[src/rtl/sel_decode_unit.sv]
// rtl/sel_decode_unit.sv - IR latch, gra/grb/grc field select and one-hot register-file enable decode.
// Optional SEL_DECODE_STATS_EN adds decode_cnt, a saturating count of legal strobed requests.
module sel_decode_unit #(
  parameter int NREG    = 16,
  parameter int FIELD_W = 4
) (
  input  logic               clk,
  input  logic               clr,
  input  logic               ir_ld,
  input  logic [31:0]        ir_in,
  input  logic               gra,
  input  logic               grb,
  input  logic               grc,
  input  logic               rin,
  input  logic               rout,
  input  logic               baout,
  input  logic               err_clr,
  output logic [NREG-1:0]    r_in,
  output logic [NREG-1:0]    r_out,
  output logic               zero_drive,
  output logic [31:0]        c_sext,
  output logic [4:0]         opcode,
  output logic [FIELD_W-1:0] sel_idx,
  output logic               sel_err
`ifdef SEL_DECODE_STATS_EN
  ,
  output logic [15:0]        decode_cnt
`endif
);

  logic [31:0]        ir_q, ir_d;
  logic [NREG-1:0]    r_in_q, r_in_d;
  logic [NREG-1:0]    r_out_q, r_out_d;
  logic               zero_q, zero_d;
  logic [FIELD_W-1:0] idx_q, idx_d;
  logic               err_q, err_d;

  logic [1:0]         n_gr, n_st;
  logic               illegal, active;
  logic [FIELD_W-1:0] field;
  logic [NREG-1:0]    onehot;

  assign n_gr    = 2'(gra) + 2'(grb) + 2'(grc);
  assign n_st    = 2'(rin) + 2'(rout) + 2'(baout);
  assign illegal = (n_gr > 2'd1) || (n_st > 2'd1);
  assign active  = (n_gr == 2'd1) && !illegal;
  assign onehot  = {{(NREG-1){1'b0}}, 1'b1} << field;

  // Decode always looks at the latched IR, so a same-cycle ir_ld only takes effect next cycle.
  always_comb begin
    field = ir_q[18 -: FIELD_W];
    if (gra)      field = ir_q[26 -: FIELD_W];
    else if (grb) field = ir_q[22 -: FIELD_W];
  end

  always_comb begin
    ir_d    = ir_ld ? ir_in : ir_q;
    r_in_d  = '0;
    r_out_d = '0;
    zero_d  = 1'b0;
    idx_d   = idx_q;
    err_d   = err_q;
    if (illegal) begin
      err_d = 1'b1;
    end else begin
      if (err_clr) err_d = 1'b0;
      if (active) begin
        idx_d = field;
        if (rin) r_in_d = onehot;
        // R0 used as a base address reads as zero instead of driving the bus.
        if (rout || (baout && field != '0)) r_out_d = onehot;
        if (baout && field == '0) zero_d = 1'b1;
      end
    end
  end

  always_ff @(posedge clk) begin
    if (clr) begin
      ir_q    <= '0;
      r_in_q  <= '0;
      r_out_q <= '0;
      zero_q  <= 1'b0;
      idx_q   <= '0;
      err_q   <= 1'b0;
    end else begin
      ir_q    <= ir_d;
      r_in_q  <= r_in_d;
      r_out_q <= r_out_d;
      zero_q  <= zero_d;
      idx_q   <= idx_d;
      err_q   <= err_d;
    end
  end

`ifdef SEL_DECODE_STATS_EN
  logic [15:0] cnt_q, cnt_d;

  always_comb begin
    cnt_d = cnt_q;
    if (err_clr)                                    cnt_d = '0;
    else if (active && (n_st != 2'd0) && cnt_q != 16'hFFFF) cnt_d = cnt_q + 16'd1;
  end

  always_ff @(posedge clk) begin
    if (clr) cnt_q <= '0;
    else     cnt_q <= cnt_d;
  end

  assign decode_cnt = cnt_q;
`endif

  assign r_in       = r_in_q;
  assign r_out      = r_out_q;
  assign zero_drive = zero_q;
  assign sel_idx    = idx_q;
  assign sel_err    = err_q;
  assign c_sext     = {{13{ir_q[18]}}, ir_q[18:0]};
  assign opcode     = ir_q[31:27];

endmodule

[config.mk]
export PLATFORM = sky130hd
export DESIGN_NAME = sel_decode_unit
export DESIGN_NICKNAME = d
export VERILOG_FILES = /design/src/rtl/sel_decode_unit.sv
export SDC_FILE = /design/constraint.sdc
export NUM_CORES = 1
export LEC_CHECK = 0
export ABC_AREA = 1
export BUFFER_PORTS_ARGS = -buffer_cell sky130_fd_sc_hd__clkbuf_2
export CELL_PAD_IN_SITES_DETAIL_PLACEMENT = 0
export CELL_PAD_IN_SITES_GLOBAL_PLACEMENT = 1
export CORE_ASPECT_RATIO = 1.1
export CORE_UTILIZATION = 30
export CTS_CLUSTER_SIZE = 40
export DETAILED_ROUTE_END_ITERATION = 16
export GPL_ROUTABILITY_DRIVEN = 0
export GPL_TIMING_DRIVEN = 0
export PLACE_DENSITY = 0.81
export SLEW_MARGIN = 20
export SYNTH_ARGS = -nofsm -noshare
export SYNTH_HDL_FRONTEND = slang
export SYNTH_SLANG_ARGS = --single-unit
[constraint.sdc]
create_clock -name clk -period 1.4 [get_ports clk]
set_input_delay 0.21 -clock clk [delete_from_list [all_inputs] [get_ports clk]]
set_output_delay 0.21 -clock clk [all_outputs]
set_load 0.02 [all_outputs]
; ---- Yosys cells after proc, flatten, opt, wreduce, memory -nomap -nowiden
; Cells that the tools add are included.
[word_totals]
output_inout_bits = 75
reg_bits = 70
elab_cells = 36
[op_classes]
eq_ne = 1
bitwise = 4
n_mux = 5
shifts = 1
magnitude_cmp = 2
add_sub_neg = 4
n_reduce_logical = 13
[op_table]
columns = cell, count
row1 = "1-bit by 4-bit << shifter with 16-bit output, first input constant", 1
row2 = 4-bit 2-to-1 mux, 2
row3 = 4-bit OR reduction, 2
row4 = 1-bit by 1-bit adder with 2-bit output, 2
row5 = 2-bit by 1-bit adder with 2-bit output, 2
row6 = "2-bit by 1-bit > comparator with 1-bit output, second input constant", 2
row7 = 4-bit zero test, 1
row8 = 1-bit NOT, 4
row9 = 4-bit nonzero test, 1
row10 = 1-bit logical AND, 3
row11 = 1-bit 2-to-1 mux, 3
row12 = 3-bit OR reduction, 1
row13 = "2-bit by 1-bit equality test with 1-bit output, second input constant", 1
row14 = 1-bit logical OR, 2
row15 = 2-bit AND reduction, 1
row16 = 2-bit nonzero test, 1
row17 = 1-bit zero test, 1

; ---- Logic depth before layout (Yosys ltp)
; Gate-level depths: netlist of the first run.
[depth]
word_depth = 8
depth_mapped = 9
mapped_depth_nobuf = 8

; ---- Least setup slack after synthesis of the first run
; No wires, ideal clock.
[synth_path]
path_kind = in2reg
start = in gra
end = reg r_out_q[13], in the netlist r_out[13]
n_path_buf = 2
path_slack_ps = -105
required_ps = 1333
stages = 7
arrival_time_ps = 1438
setup_time_ps = 67
cell_sequence = inv_2 > fa_1 > nor2_1 > buf_4 > nand3_4 > buf_4 > a21oi_2
[synth_via]
elab_chain_len = 8
[synth_rtl]
columns = element, line
row1 = "start, declared", 11  ; input logic gra,
row2 = 1-bit by 1-bit adder with 2-bit output, 43  ; assign n_gr = 2'(gra) + 2'(grb) + 2'(grc);
row3 = 2-bit by 1-bit adder with 2-bit output, 43
row4 = 2-bit by 1-bit > comparator with 1-bit output, 45  ; assign illegal = (n_gr > 2'd1) || (n_st > 2'd1);
row5 = 1-bit logical OR, 45
row6 = 1-bit zero test, 46  ; assign active = (n_gr == 2'd1) && !illegal;
row7 = 1-bit logical AND, 46
row8 = 1-bit NOT (no line), -
row9 = 4-bit OR reduction (no line), -
row10 = "end signal, assigned", 88  ; r_out_q <= r_out_d;
row11 = "end, declared", 33  ; logic [NREG-1:0] r_out_q, r_out_d;
; Several ways; a longest one is shown, not always the timed one.
; A chain may end at the register's enable or synchronous reset.

; ---- Final worst setup path of the first run
[layout_path]
start = reg ir_q[24]
end = reg r_out_q[8], in the netlist r_out[8]
[layout_via]
elab_chain_len = 6
[layout_rtl]
columns = element, line
row1 = "start, declared", 31  ; logic [31:0] ir_q, ir_d;
row2 = "start signal, assigned", 86  ; ir_q <= ir_d;
row3 = 4-bit 2-to-1 mux (*), 52  ; if (gra) field = ir_q[26 -: FIELD_W];
row4 = 4-bit nonzero test, 71  ; if (rout || (baout && field != '0)) r_out_d = onehot;
row5 = 1-bit logical AND, 71
row6 = 1-bit logical OR, 71
row7 = 1-bit NOT (no line), -
row8 = 4-bit OR reduction (no line), -
; Mark *: on every way between the ends. The rest lies on a longest branch, timed or not.

==> run metrics, run 1 <==
Leak Pwr=1.88 nW; max_slew headroom=69.3%; nets=503; Worst Path Arrival=1610 ps; post-DP HPWL=4830 microns; CP startpoint kind=flip-flop; Netlist cell types=24; Worst Min Path Start=ir_in[3]; TritonCTS buffer count=9; Port Buf Inserts=116; Routed Antenna Nets=0; FILL cells=913; Clock Sink Count=70; share of cells above drive strength 1=47.2%; Iter 0 DRT Violations=56; Die ar.=9520 sq um; Starting Density=30.9%; Hold Path Sink=ir_q[3]; status=finished clean; final setup fails=0; VDD IR max=0.519 mV; FF-to-FF End=r_out[8]; CTS tree=yes; htree depth=3; minimum clock period=1370 ps; die height=102 microns; Via density=4.22; largest net degree at the start of global routing=17; Syn Area/Cell=8.44 sq um; reg-to-reg startpoint=ir_q[24]; # Max-Cap Violations=0; WS Path Type=flip-flop to flip-flop; Vias=2438; Seq/Total Area, Yosys=51.1%; IO Pins=117; reg2reg setup slack=30 ps; clk buf depth=2; final hold vios=0; first-pass GRT wire length=9900 microns; Synth warnings=0; Crit. End Element=flip-flop; crit path launch=ir_q[24]; clock skew=10.2 ps; Total Neg Setup Slack=0 ps; crit share post-route=98.0%; hold_ws=85.9 ps; clock slew at reported path FFs=80 ps; DRC violations left=0; Std-Cell Rows=36; post-route setup slack=28.5 ps; Core Footprint=8870 sq um; synthesized instance count=325; pre-CTS setup slack=-334 ps; average wire per standard cell=11.0 microns; hold depth=3; worst-case reg-to-reg path depth=6; drt first pass iters=4; commonest cells after routing, fill and taps aside=115 x clkbuf_2, 84 x nor2_1, 66 x dfxtp_1; flops & latches, synth=70; Max Slew Vio Count=0; GRT Total Usage=13.5%; Layout Area Growth over Synthesis=42.5%; Root Buffer=clkbuf_8; grt ovf=0; CP required=1630 ps; final antenna diode count=0; drt total wl=6360 microns; number of global-route vias before repair=2184; Placement Cell Area=3500 sq um; most common cell after layout, fill and taps aside=clkbuf_2; Final Cell Area=3910 sq um; Max FO, Critical Path=7; Min-Delay Path Class=primary input to flip-flop; worst-margin pin slew=460 ps; Worst-Skew Late Latency=350 ps; Overall Power=4.72 mW; cell area after synthesis=2740 sq um; syn nets=369; PwrDens=1210 nW/um^2; Max Clk Rate=729 MHz; initial antenna violation count=0; die width=93.1 microns
synth_stat cells:
master     n  area, sq um
nor2_1    85          319
dfxtp_1   70         1400
buf_4     39          293
o21ai_0   37          185
nand2_1   17         63.8
nand3_1   12         60.1
a21oi_1   11         55.1
a21oi_2   10         87.6
clkbuf_1  10         37.5
inv_1     10         37.5
nand2_2    6         37.5
inv_2      3         11.3
or2_1      3         18.8
nand3_2    2         20.0
buf_2      1         5.00
buf_6      1         11.3
fa_1       1         20.0
ha_1       1         12.5
nand2_4    1         11.3
nand3_4    1         17.5
nor2_2     1         6.26
nor3_1     1         5.00
o21ai_4    1         16.3
or2_4      1         8.76
cells by family after synthesis:
group | count (synthesis) | synth area share [%]
AOI/OAI and AO/OA | 59 | 12.6
and+or+nand+nor | 130 | 20.7
buffers and inverters | 64 | 14.4
DFF | 70 | 51.1
adders and majority gates | 2 | 1.19
routing by layer:
metal  share of wire [%]  GRT usage [%]  routed length, microns
met5                   0              0                       0
met4                 1.8           6.39                     115
met3                 7.6           4.84                     482
met2                  46           21.8                    2940
met1                  44           16.0                    2820
metrics by stage:
step	utilization, %	std cells
after floorplan	-	325
after global placement	39.4	555
after detailed placement	39.4	555
after CTS	42.1	571
after global routing	44.0	578
final	44.0	578
worst max-delay path by stage:
stage | to | slack (ps)
2_1_floorplan | r_out[13] | -50
3_3_place_gp | r_out[1] | -340
3_5_place_dp | r_out[10] | -330
4_1_cts | r_out[10] | 7
5_1_grt | r_out[8] | -20
6_report | r_out[8] | 30
worst max-delay path, cell delays in order (launching register included):
cell and delay [ps]:
dfxtp_2 330, or2_4 240, nand2_4 90, nand2_4 60, o21ai_4 280, clkbuf_16 220
a21oi_2 50
area by class of cell:
type | instances | area [sq um] | area share (%)
multi-input combinational | 191 | 1020 | 26.0
clock inverter | 6 | 95.1 | 2.43
timing repair buffer | 123 | 678 | 17.4
sequential | 70 | 1410 | 36.1
tap | 114 | 143 | 3.65
inverter | 13 | 63.8 | 1.63
buffer | 51 | 364 | 9.32
clock buffer | 10 | 138 | 3.52
report_power, final:
group          total (mW)  leakage (nW)  switching (mW)  internal [mW]
registers            2.12         0.575          0.0455           2.07
clock network        1.85         0.117           0.789           1.06
logic               0.752          1.19           0.429          0.323
registers in the layout, indices dropped and copies added, names as in the netlist:
| register | cells |
|---|---|
| ir_q | 32 |
| r_in | 16 |
| r_out | 16 |
| sel_err | 1 |
| sel_idx | 4 |
| zero_drive | 1 |
timing repair:
item | 4_1_cts | 5_1_grt
resized for setup | 2 | 22
pin swaps | 0 | 9
hold buffers | 0 | 0
buffers inserted | 0 | 6
endpoints found under the setup margin | 43 | 27
gates cloned | 0 | 1
Note: power is estimated with default switching activity, not from simulation.
==> run 2, diff against run 1 <==
CELL_PAD_IN_SITES_DETAIL_PLACEMENT = unset   (was 0)
CELL_PAD_IN_SITES_GLOBAL_PLACEMENT = unset   (was 1)
CORE_UTILIZATION = 40   (was 30)
PLACE_DENSITY = 0.78   (was 0.81)
==> run 2 against run 1 <==
Fmax grew 2.3%. Worst hold slack better by 3.8 ps. Critical path type is now primary input to flip-flop. Sequential share of layout area up 1.7 points.
==> run metrics, run 2 (synthesis results as in run 1) <==
grt ovf=0 (unchanged); Vias=2419 (-0.78%); max_slew headroom=70.5% (+1.2 points); Layout Area Growth over Synthesis=35.6%; Worst path max stage delay=460 ps (+130 ps); Final Cell Area=3720 sq um (-4.8%); Max FO, Critical Path=10 (+3); Worst Path Arrival=1620 ps (about the same); Std-Cell Rows=31 (-14%); Crit. End Element=flip-flop; Via density=4.46 (+5.8%); final antenna diode count=0 (unchanged); Clock Power Share=36.5% (-2.7 points); minimum clock period=1340 ps (-31.4 ps); Port Buf Inserts=116 (unchanged); Max Clk Rate=746 MHz (+2.3%); Max Slew Vio Count=0 (unchanged); Biggest register=ir_q; Reg power frac=47.6% (+2.7 points); sw frac=27.5% (+0.72 points); combinational power share=15.9% (about the same); most common cell after layout, fill and taps aside=clkbuf_2; drt first pass iters=4 (unchanged); # Max-Cap Violations=0 (unchanged); TritonCTS buffer count=9 (unchanged); average wire per standard cell=11.7 microns (+6.2%); nets=499 (-0.80%); CP required=1680 ps (+50 ps); Min-Delay Path Class=primary input to flip-flop; crit-path cells=clkbuf_4, inv_4, fa_1, nor2_2, nand2_2, nor2_4, o21ai_4, buf_8, a21oi_2; hold_buf cts=0 (unchanged); clk buf depth=2 (unchanged); htree depth=3 (unchanged); crit share post-route=95.7% (-2.2 points); Placement Cell Area=3460 sq um (-1.1%); NetSw=1.22 mW (-3.2%); status=finished clean; Die ar.=7190 sq um (-25%); CP top delay family=adder cells; post-route setup slack=59.9 ps (+31.4 ps); Starting Density=41.6% (+11 points); WS Path Type=primary input to flip-flop; die width=80.9 microns (-13%); Worst Path Buf+Inv=3 (+2); clock skew=7.01 ps (-3.17 ps); CP max stage cell=fa_1; largest net degree at the start of global routing=17 (unchanged); share of cells above drive strength 1=45.7% (-1.5 points); P_int=3.23 mW (-6.7%); Root Buffer=clkbuf_8; IO Pins=117 (unchanged); GRT Total Usage=18.2% (+4.7 points); Routed Antenna Nets=0 (unchanged); number of global-route vias before repair=2243 (+2.7%); Clock Sink Count=70 (unchanged); CTS tree=yes; Iter 0 DRT Violations=43 (-23%); first-pass GRT wire length=9990 microns (+0.91%); clock slew at reported path FFs=70 ps (about the same); commonest cells after routing, fill and taps aside=115 x clkbuf_2, 83 x nor2_1, 69 x dfxtp_1; Core Footprint=6590 sq um (-26%); worst-margin pin slew=442 ps (-17.9 ps); initial antenna violation count=0 (unchanged); pre-CTS setup slack=-365 ps (-31.6 ps); final hold vios=0 (unchanged); post-DP HPWL=4800 microns (-0.81%); die height=88.8 microns (-13%); Largest register FFs=32 (unchanged); CP startpoint kind=primary input; reg2reg setup slack=60 ps (+30 ps); drt total wl=6340 microns (-0.39%); final setup fails=0 (unchanged); Leak Pwr=1.81 nW (-3.6%); VDD IR max=0.624 mV (+20%); RSZ-0062 raised after global routing=no; DRC violations left=0 (unchanged); Worst-Skew Late Latency=340 ps (about the same); PwrDens=1200 nW/um^2 (-0.97%)
==> run 2: changes by cell type in the layout (fill, tap and decap cells not counted), moves of 3 or more <==
cell,change
clkinv_4,-3
clkinv_2,+3
dfxtp_1,+3
nand2_2,+3
dfxtp_2,-3
==> run 2: layout make-up <==
type,count,area (sq um)
multi-input combinational,191,977
tap,82,103
timing repair buffer,119,606
buffer,51,364
sequential,70,1410
inverter,13,63.8
clock inverter,6,61.3
clock buffer,10,138
fill,631,2880
==> run 2: through the flow <==
stage / setup TNS [ps] / utilization, % / power [mW] / hold WS [ps] / cells
finish: 0 / 56.4 / 4.45 / 89.7 / 542
CTS: 0 / 55.5 / 4.46 / 81.9 / 539
detailed placement: -12690 / 52.4 / 2.85 / 437 / 523
global placement: -11010 / 52.4 / 2.83 / 432 / 523
floorplan: -470 / - / 2.62 / 345 / 325
global route: 0 / 56.4 / 4.65 / 84.7 / 542
==> run 2: tightest hold or removal path, stage by stage <==
cell and delay [ps]:
clkbuf_2 70, nor2_1 30, nor2_1 80
==> run 2: layer usage <==
layer  global-route usage (%)  share of wire (%)
met1                     20.7                 43
met4                     8.12                1.8
met5                        0                  0
met3                     5.77                7.3
met2                     31.0                 47
==> run 2: path summary, 6_finish.rpt <==
| check | to | startpoint | depth (start not counted) |
|---|---|---|---|
| worst min-delay path | ir_q[3] | ir_in[3] | 3 |
| worst min register to register | ir_q[24] | ir_q[24] | 2 |
| worst max-delay path | r_out[1] | grb | 9 |
| worst max register to register | r_out[1] | ir_q[26] | 6 |
==> run 2: what timing repair did <==
item,in CTS,in global routing
gates resized for setup,2,11
pin swaps,2,2
endpoints found under the setup margin,28,40
setup buffers,0,3
cloned,0,0
==> run 2: power by group through the flow <==
stage	clock, mW	sequential, mW	combinational, mW
floorplan	0	2.17	0.449
global placement	0	2.16	0.670
detailed placement	0	2.16	0.684
CTS	1.65	2.12	0.689
global route	1.75	2.13	0.774
finish	1.63	2.12	0.706
==> run 3, diff against run 2 <==
ABC_AREA = 0   (was 1)
==> run 3 against run 2 <==
Power shrank 4.3%. Sequential share of layout area is essentially flat. The run now ends with negative setup slack left. Critical endpoint is now r_out[2]. Die area shrank 3.6%. Critical path depth shrank 3. Utilization grew 2.9 points. Synthesized cell count shrank 19%. Clock-buffer cell count shrank 1. Via count shrank 13%. Sequential cell count is the same. Largest power group unchanged. Combinational power shrank 8.9%.
==> run metrics, run 3 <==
TritonCTS buffer count=9 (unchanged); Biggest register=ir_q; Min-Delay Path Class=primary input to flip-flop; share of cells above drive strength 1=51.7% (+6.1 points); Layout Area Growth over Synthesis=40.7%; final hold vios=0 (unchanged); largest net degree at the start of global routing=17 (unchanged); Vias=2114 (-13%); P_int=3.04 mW (-5.9%); htree depth=3 (unchanged); Netlist cell types=25 (+4.2%); Syn Area/Cell=10.0 sq um (+19%); GRT Total Usage=17.7% (-0.45 points); Reg power frac=49.2% (+1.6 points); Worst-Skew Late Latency=350 ps (about the same); nets=441 (-12%); Seq/Total Area, Yosys=53.1% (+1.9 points); PwrDens=1150 nW/um^2 (-4.2%); pre-CTS setup slack=-740 ps (-375 ps); IO Pins=117 (unchanged); first-pass GRT wire length=9250 microns (-7.4%); Core Footprint=6270 sq um (-4.9%); worst-margin pin slew=469 ps (+26.2 ps); final antenna diode count=0 (unchanged); count leader, synth=dfxtp_1; # Max-Cap Violations=0 (unchanged); initial antenna violation count=0 (unchanged); synth top area cells=dfxtp_1 53%, mux2i_1 15%, buf_4 11%; top cell type's share of synthesized area=53.1% (+1.9 points); flops & latches, synth=70 (unchanged); final setup fails=19 (+19); Iter 0 DRT Violations=44 (+2.3%); Top FF cell, synth=dfxtp_1; Routed Antenna Nets=0 (unchanged); violations in the final reports=negative setup slack; syn nets=307 (-17%); DRC violations left=0 (unchanged); max_slew headroom=68.8% (-1.7 points); Std-Cell Rows=30 (-3.2%); cell area after synthesis=2640 sq um (-3.7%); Port Buf Inserts=114 (-1.7%); Overall Power=4.26 mW (-4.3%); Largest register FFs=32 (unchanged); Die ar.=6930 sq um (-3.6%); clock slew at reported path FFs=80 ps (about the same); die height=87.2 microns (-1.8%); Starting Density=42.1% (+0.56 points); Max FO, Critical Path=7 (-3); CP startpoint kind=primary input; clk buf depth=2 (unchanged); drt first pass iters=4 (unchanged); Synth warnings=0 (unchanged); Total Neg Setup Slack=-624 ps (-624 ps); grt ovf=0 (unchanged); average wire per standard cell=12.4 microns (+6.0%); commonest cells after routing, fill and taps aside=112 x clkbuf_2, 69 x dfxtp_1, 61 x nor2_1; VDD IR max=0.679 mV (+8.8%); largest area contributor in the netlist=dfxtp_1; combinational power share=15.1% (-0.8 points); synth cell count leaders=70 x dfxtp_1, 69 x nor2_1, 40 x mux2i_1, 37 x buf_4, 6 x buf_2; minimum clock period=1480 ps (+141 ps); post-route setup slack=-81.2 ps (-141 ps); clock skew=12.8 ps (+5.81 ps); Max Clk Rate=675 MHz (-9.5%); crit share post-route=106% (+10 points); Via density=4.39 (-1.7%); post-DP HPWL=4250 microns (-11%); die width=79.5 microns (-1.8%); synthesized instance count=263 (-19%); NetSw=1.22 mW (about the same); Max Slew Vio Count=0 (unchanged); status=finished with violations; RSZ-0062 raised after global routing=yes; number of global-route vias before repair=2047 (-8.7%); Worst Path Arrival=1770 ps (+150 ps); most common cell after layout, fill and taps aside=clkbuf_2; drt total wl=5970 microns (-5.8%); Leak Pwr=1.85 nW (+2.0%); Root Buffer=clkbuf_8; number of synthesized flops with an enable pin=0 (unchanged); Clock Power Share=35.7% (-0.8 points); sw frac=28.7% (+1.2 points); CP required=1680 ps (about the same); Crit. End Element=flip-flop; FFs w/ async S/R, synth=0% (unchanged); Clock Sink Count=70 (unchanged); WS Path Type=primary input to flip-flop; CTS tree=yes
run 3: cell types whose count changed after synthesis, moves of 6 or more:
cell      delta
a21oi_2     -10
o21ai_0     -37
nand3_1      -7
nor2_1      -16
a21oi_1     -11
inv_1        -6
clkbuf_1     -7
nand2_2      -6
mux2i_1     +40
nand2_1     -13
run 3: metal layers:
metal / up-vias / GRT usage (%) / routed length [microns]
li1: 1091 / - / -
met1: 933 / 19.7 / 2650
met2: 84 / 29.6 / 2790
met3: 6 / 8.27 / 470
met4: 0 / 6.28 / 55
met5: - / 0 / 0
run 3: cell type report:
type	instances	area, sq um
Multi-Input combinational cell	141	1000
Clock buffer	9	124
Inverter	4	22.5
Fill cell	545	2550
Clock inverter	7	62.6
Timing Repair Buffer	125	669
Sequential cell	70	1410
Buffer	46	332
Tap cell	80	100
run 3: logic make-up after synthesis:
family | share of synthesized area (%)
adders and majority gates | 1.23
DFF | 53.1
muxes | 15.2
and+or+nand+nor | 14.0
buffers and inverters | 12.9
AOI/OAI and AO/OA | 3.60
run 3: per-stage QoR:
| stage | hold WS (ps) | instance area [sq um] | cells | utilization [%] |
|---|---|---|---|---|
| 2_1_floorplan | 357 | 2670 | 263 | - |
| 3_3_place_gp | 443 | 3340 | 457 | 53.3 |
| 3_5_place_dp | 454 | 3340 | 457 | 53.3 |
| 4_1_cts | 78.4 | 3640 | 478 | 58.1 |
| 5_1_grt | 83.9 | 3720 | 482 | 59.3 |
| 6_report | 93.2 | 3720 | 482 | 59.3 |
run 3: power groups by stage:
stage	clock network, mW	registers [mW]	logic, mW
after global routing	1.65	2.10	0.695
final	1.52	2.10	0.643
after CTS	1.56	2.10	0.615
after detailed placement	0	2.14	0.579
after global placement	0	2.14	0.567
after floorplan	0	2.14	0.392
run 3: path summary, 6_finish.rpt:
path | startpoint | endpoint | slack, ps | depth (start not counted)
max | grc | r_out[2] | -80 | 6
min | ir_in[13] | ir_q[13] | 90 | 3
min reg2reg | ir_q[30] | ir_q[30] | 500 | 2
max reg2reg | ir_q[18] | r_out[2] | 10 | 4
run 3: repair_timing:
item	4_1_cts	5_1_grt
hold buffers	0	0
setup endpoints to repair	51	37
pin swaps	9	8
setup buffers	5	7
gates resized for setup	18	17
run 3: worst max-delay path, cell delays in order:
cell	delay [ps]
buf_6	80
inv_2	40
fa_2	490
a2111oi_4	340
or3b_4	500
nor2_2	110
